### config.mk
export PLATFORM = sky130hd
export DESIGN_NAME = uart_cmd_ctrl
export DESIGN_NICKNAME = d
export VERILOG_FILES = /design/src/rtl/uart_cmd_ctrl.sv
export SDC_FILE = /design/constraint.sdc
export NUM_CORES = 1
export LEC_CHECK = 0
export CAP_MARGIN = 20
export CORE_ASPECT_RATIO = 1.5
export CORE_UTILIZATION = 35
export DETAILED_ROUTE_END_ITERATION = 7
export PLACE_DENSITY = 0.56
export SYNTH_ARGS = -nofsm -noshare
export SYNTH_HDL_FRONTEND = slang
export SYNTH_SLANG_ARGS = --single-unit
### constraint.sdc
create_clock -name clk -period 5.1 [get_ports clk]
set_input_delay 1.02 -clock clk [delete_from_list [all_inputs] [get_ports clk]]
set_output_delay 1.02 -clock clk [all_outputs]
set_load 0.05 [all_outputs]
### src/rtl/uart_cmd_ctrl.sv
// uart_cmd_ctrl
//   Pops single-byte ASCII commands from the uart receive FIFO and decodes
//   them into stopwatch controls. 'G' starts the stopwatch, 'P' pauses it
//   and 'C' clears it (letters are matched in either case). 'R' snapshots
//   the BCD digits and streams them back as ASCII followed by CR LF. Any
//   other byte is answered with "?" CR LF.
//
// Ports
//   clk, rst_n   single clock, asynchronous active-low reset
//   rx_empty     receive FIFO empty
//   rd_data      receive FIFO head byte (valid while rx_empty = 0)
//   rd_uart      receive FIFO pop (asserted only in IDLE)
//   tx_full      transmit FIFO full
//   wr_uart      transmit FIFO push (asserted only in SEND)
//   wr_data      byte being pushed
//   bcd_in       stopwatch digits, most significant digit in the top nibble
//   run          stopwatch enable level (registered)
//   clr          stopwatch clear, one-cycle pulse (registered)
//   busy         high whenever the FSM is not in IDLE
module uart_cmd_ctrl #(
    parameter int DIGITS = 4
) (
    input  logic                clk,
    input  logic                rst_n,
    input  logic                rx_empty,
    input  logic [7:0]          rd_data,
    output logic                rd_uart,
    input  logic                tx_full,
    output logic                wr_uart,
    output logic [7:0]          wr_data,
    input  logic [4*DIGITS-1:0] bcd_in,
    output logic                run,
    output logic                clr,
    output logic                busy
);

    localparam int               IDX_W    = $clog2(DIGITS + 3);
    localparam logic [IDX_W-1:0] LAST_RPT = IDX_W'(DIGITS + 1);
    localparam logic [IDX_W-1:0] LAST_ERR = IDX_W'(2);

    typedef enum logic [1:0] {
        IDLE,
        DECODE,
        SEND
    } state_t;

    state_t              state;
    logic [7:0]          cmd;
    logic [4*DIGITS-1:0] snap;
    logic                err_msg;
    logic [IDX_W-1:0]    idx;

    logic [7:0]          cmd_uc;
    logic [3:0]          nib;
    logic                last_byte;

    // Clearing bit 5 folds lower-case ASCII letters onto upper case.
    assign cmd_uc    = cmd & 8'hDF;
    assign busy      = (state != IDLE);

    // The strobes are decoded from state, so they are gated with rst_n to
    // stay low for the whole time reset is asserted.
    assign rd_uart   = rst_n && (state == IDLE) && !rx_empty;
    assign wr_uart   = rst_n && (state == SEND) && !tx_full;
    assign last_byte = (idx == (err_msg ? LAST_ERR : LAST_RPT));

    // Byte index i selects snapshot digit i counted from the most
    // significant end.
    always_comb begin
        // NOTE: every output of a combinational block gets a default first;
        // a path that leaves it unassigned would infer a latch.
        nib = 4'h0;
        for (int i = 0; i < DIGITS; i++) begin
            if (idx == IDX_W'(i)) begin
                nib = snap[4*(DIGITS-1-i) +: 4];
            end
        end
    end

    always_comb begin
        wr_data = 8'h00;
        if (state == SEND) begin
            if (err_msg) begin
                if (idx == '0)                     wr_data = 8'h3F;
                else if (idx == IDX_W'(1))         wr_data = 8'h0D;
                else                               wr_data = 8'h0A;
            end else begin
                if (idx < IDX_W'(DIGITS))          wr_data = (nib > 4'd9) ? 8'h3F : {4'h3, nib};
                else if (idx == IDX_W'(DIGITS))    wr_data = 8'h0D;
                else                               wr_data = 8'h0A;
            end
        end
    end

    always_ff @(posedge clk or negedge rst_n) begin
        if (!rst_n) begin
            state   <= IDLE;
            cmd     <= 8'h00;
            // NOTE: the snapshot is an ordinary register bank, not a RAM, so
            // it is reset along with the rest of the state.
            snap    <= '0;
            err_msg <= 1'b0;
            idx     <= '0;
            run     <= 1'b0;
            clr     <= 1'b0;
        end else begin
            // NOTE: sequential state uses non-blocking assignments only, so
            // every register sees the pre-edge values of the others.
            clr <= 1'b0;
            unique case (state)
                IDLE: begin
                    if (!rx_empty) begin
                        cmd   <= rd_data;
                        state <= DECODE;
                    end
                end
                DECODE: begin
                    idx     <= '0;
                    err_msg <= 1'b0;
                    state   <= IDLE;
                    case (cmd_uc)
                        8'h47: run <= 1'b1;
                        8'h50: run <= 1'b0;
                        8'h43: clr <= 1'b1;
                        8'h52: begin
                            snap  <= bcd_in;
                            state <= SEND;
                        end
                        default: begin
                            err_msg <= 1'b1;
                            state   <= SEND;
                        end
                    endcase
                end
                SEND: begin
                    // A full transmit FIFO simply holds index and byte.
                    if (!tx_full) begin
                        if (last_byte) state <= IDLE;
                        else           idx   <= idx + IDX_W'(1);
                    end
                end
                default: state <= IDLE;
            endcase
        end
    end

endmodule

# Word-level counts from Yosys, hierarchy flattened
# Index checks and enable logic that the tools add are counted.
word_totals:
  input_bits: 28
  reg_bits: 32
  out_inout_bits: 13
  wordCells: 68
classes:
  bitwise_logic: 1
  addsub: 1
  reduce_logical: 18
  eq_ne: 15
  order_cmp: 2
  n_mux: 24
ops:
  columns: ["operator", "n"]
  rows:
  - ["$eq 7x6->1 const B", 4]
  - ["$mux 4", 5]
  - ["$mux 8", 2]
  - ["$mux 3", 5]
  - ["$mux 6", 2]
  - ["$mux 2", 4]
  - ["$ne 2x2->1 const B", 4]
  - ["$eq 3x2->1 const B", 2]
  - ["$pmux 2 s3", 1]
  - ["$pmux 3 s2", 1]
  - ["$reduce_and 2->1", 3]
  - ["$reduce_and 3->1", 2]
  - ["$reduce_bool 2->1", 3]
  - ["$gt 4x4->1 const B", 1]
  - ["$logic_and 1x1->1", 4]
  - ["$reduce_or 4->1", 1]
  - ["$add 3x1->3 const B", 1]
  - ["$eq 3x1->1 const B", 1]
  - ["$eq 3x3->1", 1]
  - ["$eq 3x3->1 const B", 1]
  - ["$logic_not 3->1", 1]
  - ["$lt 3x3->1 const B", 1]
  - ["$mux 1", 3]
  - ["$reduce_or 3->1", 1]
  - ["other kinds (6)", 7]

# Longest topological paths before layout
# Gate-level depths: netlist of run 1.
depth:
  depth_word: 10
  depth_mapped: 8
  depth_no_buf: 7

# Worst setup path after synthesis of run 1
# OpenSTA, ideal clock, no wires.
synth_timing:
  path_kind: "reg2out"
  start: "register idx[0]"
  end: "output wr_data[5]"
  t_required_ps: 4080
  slack_ps: 1617
  path_buffers: 1
  t_arrival_ps: 2463
  stages_incl_launch_ff: 6
  cell_sequence: "dfrtp_1 -> inv_1 -> ha_1 -> inv_1 -> a211oi_1 -> buf_4"
synth_via:
  elab_chain_cells: 4
  elab_cells_between_ends: 6
  cone_classes: "order compare (1); mux (4); reduce/logical (1)"
synth_lines:
  columns: ["item", "line", "source"]
  rows:
  - ["start: declaration", "51", "logic [IDX_W-1:0] idx;"]
  - ["start signal: assignment", "139", "else idx <= idx + IDX_W'(1);"]
  - ["$lt 3x3->1 / $logic_not 3->1 (equally long branches)", "88, 84", null]
  - ["$mux 6 (on tied branches)", "88, 84", null]
  - ["$mux 8 (*)", "83", "if (err_msg) begin"]
  - ["$mux 8 (*)", "82", "if (state == SEND) begin"]
  - ["end: declaration", "30", "output logic [7:0] wr_data,"]
# Every way passes the cells marked *; elsewhere a longest branch is shown, timed or not.

# Worst setup path in the final report of run 1
layout_timing:
  start: "register idx[0]"
  end: "output wr_data[2]"
layout_via:
  elab_chain_cells: 10
  elab_cells_between_ends: 18
  cone_classes: "order compare (2); eq/ne (4); mux (11); reduce/logical (1)"
layout_lines:
  columns: ["item", "line", "source"]
  rows:
  - ["$logic_not 3->1", "74, 84", null]
  - ["$mux 4 (4 in a row)", "74", "if (idx == IDX_W'(i)) begin"]
  - ["$gt 4x4->1", "88", "if (idx < IDX_W'(DIGITS)) wr_data = (nib > 4'd9) ? 8'h3F : {4'h3, nib};"]
  - ["$mux 4", "88", null]
  - ["$mux 6", "88", null]
  - ["$mux 8 (*)", "83", null]
  - ["$mux 8 (*)", "82", null]
# Marks and branches as above.

==> summary by stage, run 1 <==
GRT
The aggregate global routing overflow is 0. Global routing used 15.6% of the available tracks across all layers. The via count of the first global-routing pass came to 1273. The first global-routing pass estimated 5.95 mm of wire.

The largest net degree at the start of global routing is 20. The number of antenna violations at the first check in global routing is 0.

STA
Setup violations remaining at the end of the flow were counted as 0. The final cycle utilization of the critical path is 78.3%. The fmax is 0.250 GHz. Adding up every negative setup slack in the final design gives 0 ns.

The final number of max-transition violations was 0. The setup slack of the critical path after layout is 1.11 ns. Setup repair after global routing left no endpoint under its margin. The final hold slack is 0.513 ns.

The setup skew after layout is 0.00755 ns. The transition time at the pin with the least slew margin is 0.786 ns. The minimum clock period after layout is 3.99 ns.

The total count of hold-check failures in the final report is 0. The normalized max-slew margin is 46.9%.

Placement
The total cell area at the placement stage is 2100 um2. The number of port buffers is 37. Prior to clock tree synthesis, the placed netlist has a worst setup slack of 1.36 ns. Detailed placement finished with a half-perimeter wire length of 2.64 mm. The placed instance count is 246. The last weighted congestion value of the routability-driven placer is 0.794.

Yosys
In this run, synthesis produced a sequential element count of 31. The post-synthesis instance total is 149. The synthesized design devotes to its leading area cell type 46.3% of total area. The synthesized area per cell is 11.2 um2. The sequential share of the synthesized area is 46.3%. Sorting the synthesized cells by area gives the leading types as dfrtp_1, mux2_4, mux2_2, ha_1, a21oi_1. In this run, distinct cell masters in the synthesized netlist total 37.

The synthesized netlist occupies a cell area of 1670 um2. dfrtp_1 takes more of the synthesized area than any other cell. The number of warning messages in the yosys log is 0.

Clock tree
The clock latency on the worst-skew pair is 0.28 ns. Counting along the longest clock path gives a buffer depth of 2. The total of hold buffers inserted after clock tree synthesis is 0. The post-cts repair resize count is 0.

The CTS tree is yes. The number of CTS-inserted buffers is 5. The level count of the clock H-tree is 2. The total clock sinks is 31. The post-CTS clock slew at the launch and capture registers of the worst setup and hold paths is 0.07 ns. The clock root buffer is clkbuf_8. Post-CTS timing repair inserted 0 buffers for setup.

Detailed routing
The total length of routed wires is 3.54 mm. Before antenna repair, the detailed router went through 4 iterations. The number of design rule violations left after detail routing is 0. Using the TritonRoute via totals, the vias-per-cell ratio works out to 4.82. The number of DRC markers after the initial detailed-route iteration is 29.

Once detail routing completed, the nets flagged for antenna violations numbered 0. The average detailed-routed wire length per instance is 13.9 um. The total number of vias is 1225.

Final layout
The final cell count without fillers is 254. Cells with a size suffix above 1 make up 20.5% of the layout. The layout overhead on the synthesized area is 32.4%. The post-layout net count is 222. The final non-filler cell area is 2220 um2. Measured on the finished design, the core utilization comes to 48.8%. The count of antenna diodes in the layout is 0.

Floorplanning
The core region area is 4540 um2. The vertical extent of the die is 86.7 um. Once the floorplan was initialized, standard cells occupied 36.9% of the core. Row generation in the floorplan step produced 30 rows. The die outline area is 5070 um2. The floorplan step set the die width to 58.5 um. The total I/O pin count is 41.

Worst hold path
The startpoint of the lowest-slack hold path is cmd[3]. In this run the worst hold path is classified as register to register. The number of instances on the worst hold path is 1. For hold timing, the worst endpoint is cmd[3].

Critical path
The data required time at the worst endpoint is 4.08 ns. Measured in cells, the most critical reg-to-reg path has a length of 4. Together, buffers and inverters on the worst path number 1. On the critical path the largest part of the delay comes from buffers and inverters.

The top fanout value on the critical path is 8. The maximum cell stage delay along the critical path is 0.83 ns. The endpoint identified for the worst register-to-register timing path is snap[12]. The setup path with the least slack is of type register to output pin. For this design, the slowest cell found on the critical path is clkdlybuf4s50_1.

The worst setup path is launched from a register. The signal on the critical path passes through ha_1 > ha_1 > nor2_1 > a32oi_1 > or2_2 > a31oi_1 > clkdlybuf4s50_1. The startpoint of the lowest-slack register-to-register path is cmd[3]. The most numerous cell type found on the critical path is ha_1. The arrival time at the worst endpoint is 2.97 ns. The flop-to-flop setup slack is 3.09 ns. STA classifies the critical path endpoint as an output pin.

Status
The run finished with clean final reports.

Power and ir drop
Total power for the finished layout comes to 1.17 mW. The leakage power summed over all cells is 0.961 nW. The maximum vdd ir drop is 0.253 mV.

The total power density per cell area is 529 nW/um2.

Job
Max-cap violations in this run came to 0.
[cells in the final DEF, fill, tap and decap left out, types with 2 or more instances in the layout]
cell type        synthesis  final
conb_1                   1      2
buf_4                    3      3
clkbuf_8                 0      6
or2_2                    2      2
dfrtp_1                 31     31
a32oi_1                  3      3
and3_1                   2      2
nand2b_1                 5      5
a31oi_1                  4      4
nor2_1                   4      4
ha_1                     5      5
inv_1                    8      8
a211oi_1                 2      2
nand2_1                 12     12
clkdlybuf4s50_1          0     37
mux2_4                  10     10
o21ai_0                 10     10
a21o_1                   2      2
mux2_2                  12     12
a21oi_1                 10     10
a22o_1                   3      3
[flip-flops by register name (all words and copies together), names as in the netlist]
signal / flops
cmd: 7
err_msg: 1
state: 2
snap: 16
idx: 3
clr: 1
run: 1
[per-layer routing]
metal / wire, um / track usage [%] / up-vias
met1: 1500 / 17.3 / 582
met2: 1810 / 27.5 / 34
met4: 53 / 5.19 / 0
li1: - / - / 604
met5: 0 / 0 / -
met3: 178 / 5.37 / 5
[area by class of cell]
type,instances,area [um2]
inverters,8,30.0
fillers,445,2320
repair buffers,40,393
clock buffers,6,82.6
flip-flops and latches,31,776
well taps,64,80.1
multi-input cells,103,821
clock inverters,2,35.0
[worst max-delay path by stage]
stage	from	end	slack, ns	depth (start not counted)
2_1_floorplan	idx[0]	wr_data[5]	1.62	5
3_3_place_gp	rst_n	wr_uart	1.33	4
3_5_place_dp	rst_n	wr_uart	1.36	4
4_1_cts	idx[0]	wr_data[2]	1.10	7
5_1_grt	idx[0]	wr_data[2]	0.96	7
6_report	idx[0]	wr_data[2]	1.11	7
[power by group]
group,switching [mW],internal [mW]
sequential,0.0785,0.325
clock,0.0938,0.158
combinational,0.286,0.232
[cells by family after synthesis]
family	after synthesis	synth area share, %
and+or+nand+nor	36	13.5
buffers and inverters	16	4.86
adders and majority gates	5	3.74
DFF	31	46.3
muxes	22	17.0
other	1	0.224
AOI/OAI and AO/OA	38	14.3
[cells in the mapped netlist, drive strengths merged]
cell type and n:
a211oi 2, a21o 2, a21oi 10, a22o 3
a22oi 1, a31oi 4, a32oi 3, and2 1
and2b 1, and3 2, and4 1, buf 6
clkbuf 2, conb 1, dfrtp 31, ha 5
inv 8, mux2 22, nand2 12, nand2b 5
nand3 1, nand4bb 1, nor2 5, nor2b 1
nor3 1, nor4b 1, o211ai 1, o21ai 10
o311ai 1, o31ai 1, or2 2, or3 1
or3b 1
No activity file was read; power rests on OpenSTA's default activity.
==> inputs of run 2 (changes only) <==
==> constraint.sdc (replaced) <==
create_clock -name clk -period 3.9 [get_ports clk]
set_input_delay 0.78 -clock clk [delete_from_list [all_inputs] [get_ports clk]]
set_output_delay 0.78 -clock clk [all_outputs]
set_load 0.05 [all_outputs]
==> summary by stage, run 2 (synthesis results as in run 1) <==
Final layout
The register with the most flip-flops in the layout has 16 of them. The layout has 431 filler cells. The area occupied by multi-input gates is 821 um2. The register ranked first by flip-flop count is snap.

From synthesis to final layout, the design area changed by 31.5%. In the layout the commonest cells are clkdlybuf4s50_1, dfrtp_1, nand2_1, mux2_2. The final layout contains 222 nets. In the final layout, the share of cells above drive strength 1 is 20.5%.

In the final layout, the registers with the most flip-flops are snap: 16 flops, cmd: 7 flops, idx: 3 flops. The number of antenna diodes in the final layout is 0. The final cell count without fillers is 254. The most common library cell in the layout ignoring fill and taps is clkdlybuf4s50_1.

In the final layout, flip-flops and latches occupy 776 um2. The final cell utilization of the core is 48.5%.

Detailed routing
Wire segments on met3 add up to 231 um in the final route. In this run the top signal layer used is met4. For this block, wires on met1 add up to 1.43 mm.

The first detailed-routing pass took 4 iterations. The average detailed-routed wire length per instance is 13.9 um. The routed layout has 1274 vias. In this run, the number of DRC markers left after iteration 0 of detailed routing was 44. The routed length on met2 is 1.83 mm. Once detail routing completed, the nets flagged for antenna violations numbered 0. The number of design rule violations left after detail routing is 0.

For this block, the routed nets add up to 3.54 mm of wire. The number of vias per cell after detailed routing is 5.02.

Worst hold path
Along the worst hold path, the cell count comes to 1. The class of the tightest hold or removal check is register to register. The startpoint of the lowest-slack hold path is cmd[6].

The worst min-delay path endpoint is cmd[6].

Clock tree
In this run, post-CTS hold repair placed 0 buffers. The cell sitting at the root of the clock tree is a clkbuf_8. The total clock sinks is 31.

The maximum number of buffers from clock root to sink is 2. Clock-pin slew was measured on the worst setup and hold paths at 0.06 ns. The post-cts repair resize count is 0. At the later pin of the worst-skew pair, clock insertion delay measures 0.28 ns. TritonCTS built the clock tree.

The number of CTS-inserted buffers is 5. After clock tree synthesis, the setup repair step added 0 buffers. CTS built an H-tree with a depth of 2.

GRT
The number of antenna violations at the first check in global routing is 0. Global routing used 16.1% of the available tracks across all layers. The wire length of the first global-routing pass is 6.15 mm. The aggregate global routing overflow is 0. The largest net degree at the start of global routing is 20.

The via count of the first global-routing pass came to 1310.

STA
Of the available clock period, the critical path in the final layout requires 94.7%. Setup repair after global routing left no endpoint under its margin. Measured against its own limit, the worst slew margin works out to 47.3%. The final hold slack is 0.508 ns. The total negative slack for setup checks is 0 ns. The total count of hold-check failures in the final report is 0. The final number of max-transition violations is 0. Derived from the worst setup path, the maximum achievable clock frequency is 0.271 GHz. For the final database, setup skew stands at 0.00460 ns. Once routing completed, OpenROAD measured the worst setup slack at 0.207 ns. The minimum clock period after layout is 3.69 ns.

The transition time at the pin with the least slew margin is 0.780 ns. The final-report setup violation count is 0.

Critical path
The startpoint of the lowest-slack register-to-register path is cmd[3]. The kind of capture point of the worst setup path is an output pin. The depth of the worst register-to-register path is 4. The worst register-to-register path has a setup slack of 1.89 ns. On the critical path the largest part of the delay comes from buffers and inverters. The worst setup path is of the register to output pin kind. The capture point of the worst reg-to-reg path is snap[8]. Counting both buffers and inverters, the worst setup path holds a total of 1. The maximum cell stage delay along the critical path is 0.82 ns. The library cell appearing most often on the critical path is ha_1.

Along the worst path, the maximum fanout reaches 8. Among all stages on the critical path, the largest delay is contributed by clkdlybuf4s50_1. The critical path goes through ha_1 > ha_1 > nor2_1 > a32oi_1 > or2_2 > a31oi_1 > clkdlybuf4s50_1. Data arrives at the worst endpoint at 2.91 ns.

The data required time at the worst endpoint is 3.12 ns. The critical path launch point type is a register.

Placement
The final HPWL from detailed placement is 2.70 mm. Timing analysis after detailed placement gives a worst setup slack of 0.506 ns. The last weighted congestion value of the routability-driven placer is 0.858. The placed instance count is 246. The number of port buffers is 37.

Floorplanning
Once the floorplan was initialized, standard cells occupied 36.9% of the core. The die covers 5070 um2. In this run the vertical extent of the chip is 86.7 um. The overall die width is 58.5 um. The floorplan step defined a core boundary enclosing 4540 um2.

The total I/O pin count is 41. The floorplan has 30 rows.

Power and ir drop
The total power density per cell area is 660 nW/um2. For this design the static power due to leakage is 0.951 nW. The maximum vdd ir drop is 0.271 mV.

Status
The run finished with clean final reports.

Job
The max-capacitance violation count is 0.
## run 2: where the power goes
group / switching, mW / internal [mW] / leakage (nW)
clock: 0.111 / 0.125 / 0.0422
combinational: 0.381 / 0.310 / 0.534
sequential: 0.102 / 0.425 / 0.375
total: 0.593 / 0.860 / 0.951
## run 2: per-stage QoR
stage          total power, mW  area [um2]
2_1_floorplan             1.02        1680
3_3_place_gp              1.21        2120
3_5_place_dp              1.23        2120
4_1_cts                   1.47        2200
5_1_grt                   1.56        2200
6_report                  1.45        2200
## run 2: worst max-delay path by stage
stage / from / to / cells past startpoint
floorplan: idx[0] / wr_data[5] / 5
global placement: idx[0] / wr_data[2] / 7
detailed placement: idx[0] / wr_data[2] / 7
CTS: idx[0] / wr_data[2] / 7
global route: idx[0] / wr_data[2] / 7
finish: idx[0] / wr_data[2] / 7
## run 2: cell type report
cell class              count  share of cell area [%]
clock buffers               7                    3.47
clock inverters             1                   0.227
inverters                   8                    1.36
multi-input cells         103                    37.3
flip-flops and latches     31                    35.2
well taps                  64                    3.64
repair buffers             40                    18.8
## run 2: routing by layer
metal  track usage (%)  vias up
li1                  -      615
met1              17.9      611
met2              28.3       42
met3              5.67        6
met4              5.19        0
met5                 0        -
## run 2: worst register-to-register path, delay by kind of cell (launching register included)
| family | cells | cell delay, ns |
|---|---|---|
| and+or+nand+nor | 3 | 1.13 |
| DFF | 1 | 0.38 |
| muxes | 1 | 0.39 |
==> inputs of run 3 (changes only) <==
--- a/config.mk
+++ b/config.mk
@@ -7,9 +7,11 @@
 export LEC_CHECK = 0
 export CAP_MARGIN = 20
 export CORE_ASPECT_RATIO = 1.5
+export CORE_MARGIN = 8
 export CORE_UTILIZATION = 35
 export DETAILED_ROUTE_END_ITERATION = 7
 export PLACE_DENSITY = 0.56
+export SLEW_MARGIN = 0
 export SYNTH_ARGS = -nofsm -noshare
 export SYNTH_HDL_FRONTEND = slang
 export SYNTH_SLANG_ARGS = --single-unit
==> summary by stage, run 3 (synthesis results as in run 1) <==
Final layout
The layout overhead on the synthesized area is 33.8%. The number of flip-flops in the largest register is 16. For this run, the share of the core covered by cells in the final layout is 47.3%. The count of antenna diodes in the layout is 0. Summing all multi-input logic gate instances after layout gives 821 um2.

The number of filler instances in the final layout is 478. Counting flops per register, the top entry is snap. The final non-filler cell area is 2240 um2.

Leaving out fill and tap cells, the most frequent cells in the layout are clkdlybuf4s50_1, dfrtp_1, nand2_1, mux2_2. The largest registers in the layout are snap: 16 flops, cmd: 7 flops, idx: 3 flops. The post-layout net count is 222. Excluding fillers, the count of instances in the completed layout stands at 256. The flip-flop and latch area is 776 um2. In the final layout, the share of cells above drive strength 1 is 21.6%. Leaving out fill and tap cells, the most frequent cell in the layout is clkdlybuf4s50_1.

Detailed routing
The detailed router finished its first iteration with 72 violations. The number of vias per cell after detailed routing is 4.97. The number of antenna-violating nets in the routed design is 0. The total length of routed wires is 3.95 mm. The detailed-routing iteration count for the pre-antenna-repair pass is 4. In the routed design, unresolved DRC markers number 0. After detailed routing, the average wire length per cell comes to 15.4 um. Summing over every cut layer, the via total after detailed routing is 1273.

Clock tree
The total of hold buffers inserted after clock tree synthesis is 0. The number of CTS-inserted buffers is 5. The CTS tree is yes.

The clock net in this run drives a total of 31 sinks. The level count of the clock H-tree is 2. The clock root buffer is clkbuf_8. The clock latency on the worst-skew pair is 0.28 ns. In this run the post-CTS setup repair buffer count came out at 0. Post-CTS repair changed the size of 0 cells. The maximum number of buffers from clock root to sink is 2.

Clock-pin slew was measured on the worst setup and hold paths at 0.07 ns.

Power and ir drop
Power spread over the standard cell area amounts to 690 nW/um2. Summed over all cells, the static leakage comes to 0.970 nW. Overall power consumption after layout is estimated at 1.55 mW. IR analysis of the VDD net gives a maximum drop of 0.326 mV.

STA
The final hold slack is 0.509 ns. The total count of hold-check failures in the final report is 0. The transition time at the pin with the least slew margin is 0.809 ns. In the finished design, the share of the clock period the worst path needs comes to 95.9%. Setup repair after global routing left no endpoint under its margin. The setup slack of the critical path after layout is 0.159 ns. Timing would allow up to 0.267 GHz. Setup violations remaining at the end of the flow were counted as 0. The final number of max-transition violations is 0. For the final routed database, the setup TNS stands at 0 ns. Between clock sinks in the finished design, the worst skew comes to 0.00470 ns. The minimum clock period after layout is 3.74 ns. The normalized max-slew margin is 45.4%.

Critical path
Data on the critical path is required at its endpoint by 3.12 ns. Walking the worst path, the cells encountered are ha_1 > ha_1 > nor2_1 > a32oi_1 > or2_2 > a31oi_1 > clkdlybuf4s50_1. The worst setup path category is register to output pin.

STA classifies the critical path startpoint as a register. The kind of capture point of the worst setup path is an output pin. The arrival time at the worst endpoint is 2.96 ns. In this design, the largest share of critical-path delay is due to buffers and inverters. The top fanout value on the critical path is 8. In this design, the stage delay of the slowest critical-path cell is 0.83 ns.

The library cell appearing most often on the critical path is ha_1. The number of buffers and inverters on the critical path is 1. For this design, the slowest cell found on the critical path is clkdlybuf4s50_1.

Status
The flow ran to the end, and the final reports show no timing, DRC or antenna violations.

Placement
Routability-driven placement finished with a final weighted congestion of 0.780. After detailed placement, the total cell area comes to 2120 um2. Prior to clock tree synthesis, the placed netlist has a worst setup slack of 0.482 ns. During placement, the flow inserted port buffers numbering 37. The final HPWL from detailed placement is 3.07 mm. The placed instance count is 248.

GRT
The aggregate global routing overflow is 0. The largest net degree at the start of global routing is 18. The via count of the first global-routing pass was 1319. The number of antenna violations at the first check in global routing is 0. The wire length of the first global-routing pass is 6.32 mm. The total global routing track utilization is 11.3%.

Floorplanning
The core region area is 4730 um2. The standard-cell row count is 31. The initial utilization of the core area, before any placement, comes to 35.4%. In this run the vertical extent of the chip is 101 um. The die outline area is 7300 um2. Measured along the x axis, the die boundary spans 72.5 um.

In this run the count of I/O pins placed on the die edge is 41.

Job
The max-capacitance violation count is 0.

Worst hold path
The class of the tightest hold or removal check is register to register.
[run 3: cell count changes in the layout (fill, tap and decap cells not counted), sizes merged]
cell / before / now
bufinv: 0 / 1
clkbuf: 7 / 6
[run 3: metal layers]
| metal | vias to the layer above | global-route usage, % | routed length [um] |
|---|---|---|---|
| li1 | 605 | - | - |
| met3 | 8 | 4.48 | 284 |
| met1 | 616 | 11.4 | 1600 |
| met5 | - | 0 | 0 |
| met2 | 44 | 19.7 | 1970 |
| met4 | 0 | 4.95 | 85 |
[run 3: cell type report]
type	count	share of cell area, %
Multi-Input combinational cell	103	36.6
Sequential cell	31	34.6
Timing Repair Buffer	40	18.4
Clock buffer	6	3.69
Tap cell	66	3.69
Clock inverter	2	1.56
Inverter	8	1.34
[run 3: final timing paths]
check / endpoint / from / cells after the start / slack (ns)
min: cmd[6] / cmd[6] / 1 / 0.51
max in group asynchronous: snap[7] / rst_n / 2 / 2.47
min reg2reg: cmd[6] / cmd[6] / 1 / 0.51
min in group asynchronous: idx[0] / rst_n / 1 / 0.82
max reg2reg: snap[12] / cmd[3] / 4 / 1.91
max: wr_data[2] / idx[0] / 7 / 0.16
[run 3: where the power goes]
| part | total [mW] | leakage (nW) | internal [mW] | switching [mW] |
|---|---|---|---|---|
| registers | 0.527 | 0.375 | 0.425 | 0.103 |
| clock network | 0.326 | 0.0612 | 0.207 | 0.120 |
| logic | 0.692 | 0.534 | 0.310 | 0.383 |
| total | 1.55 | 0.970 | 0.941 | 0.605 |
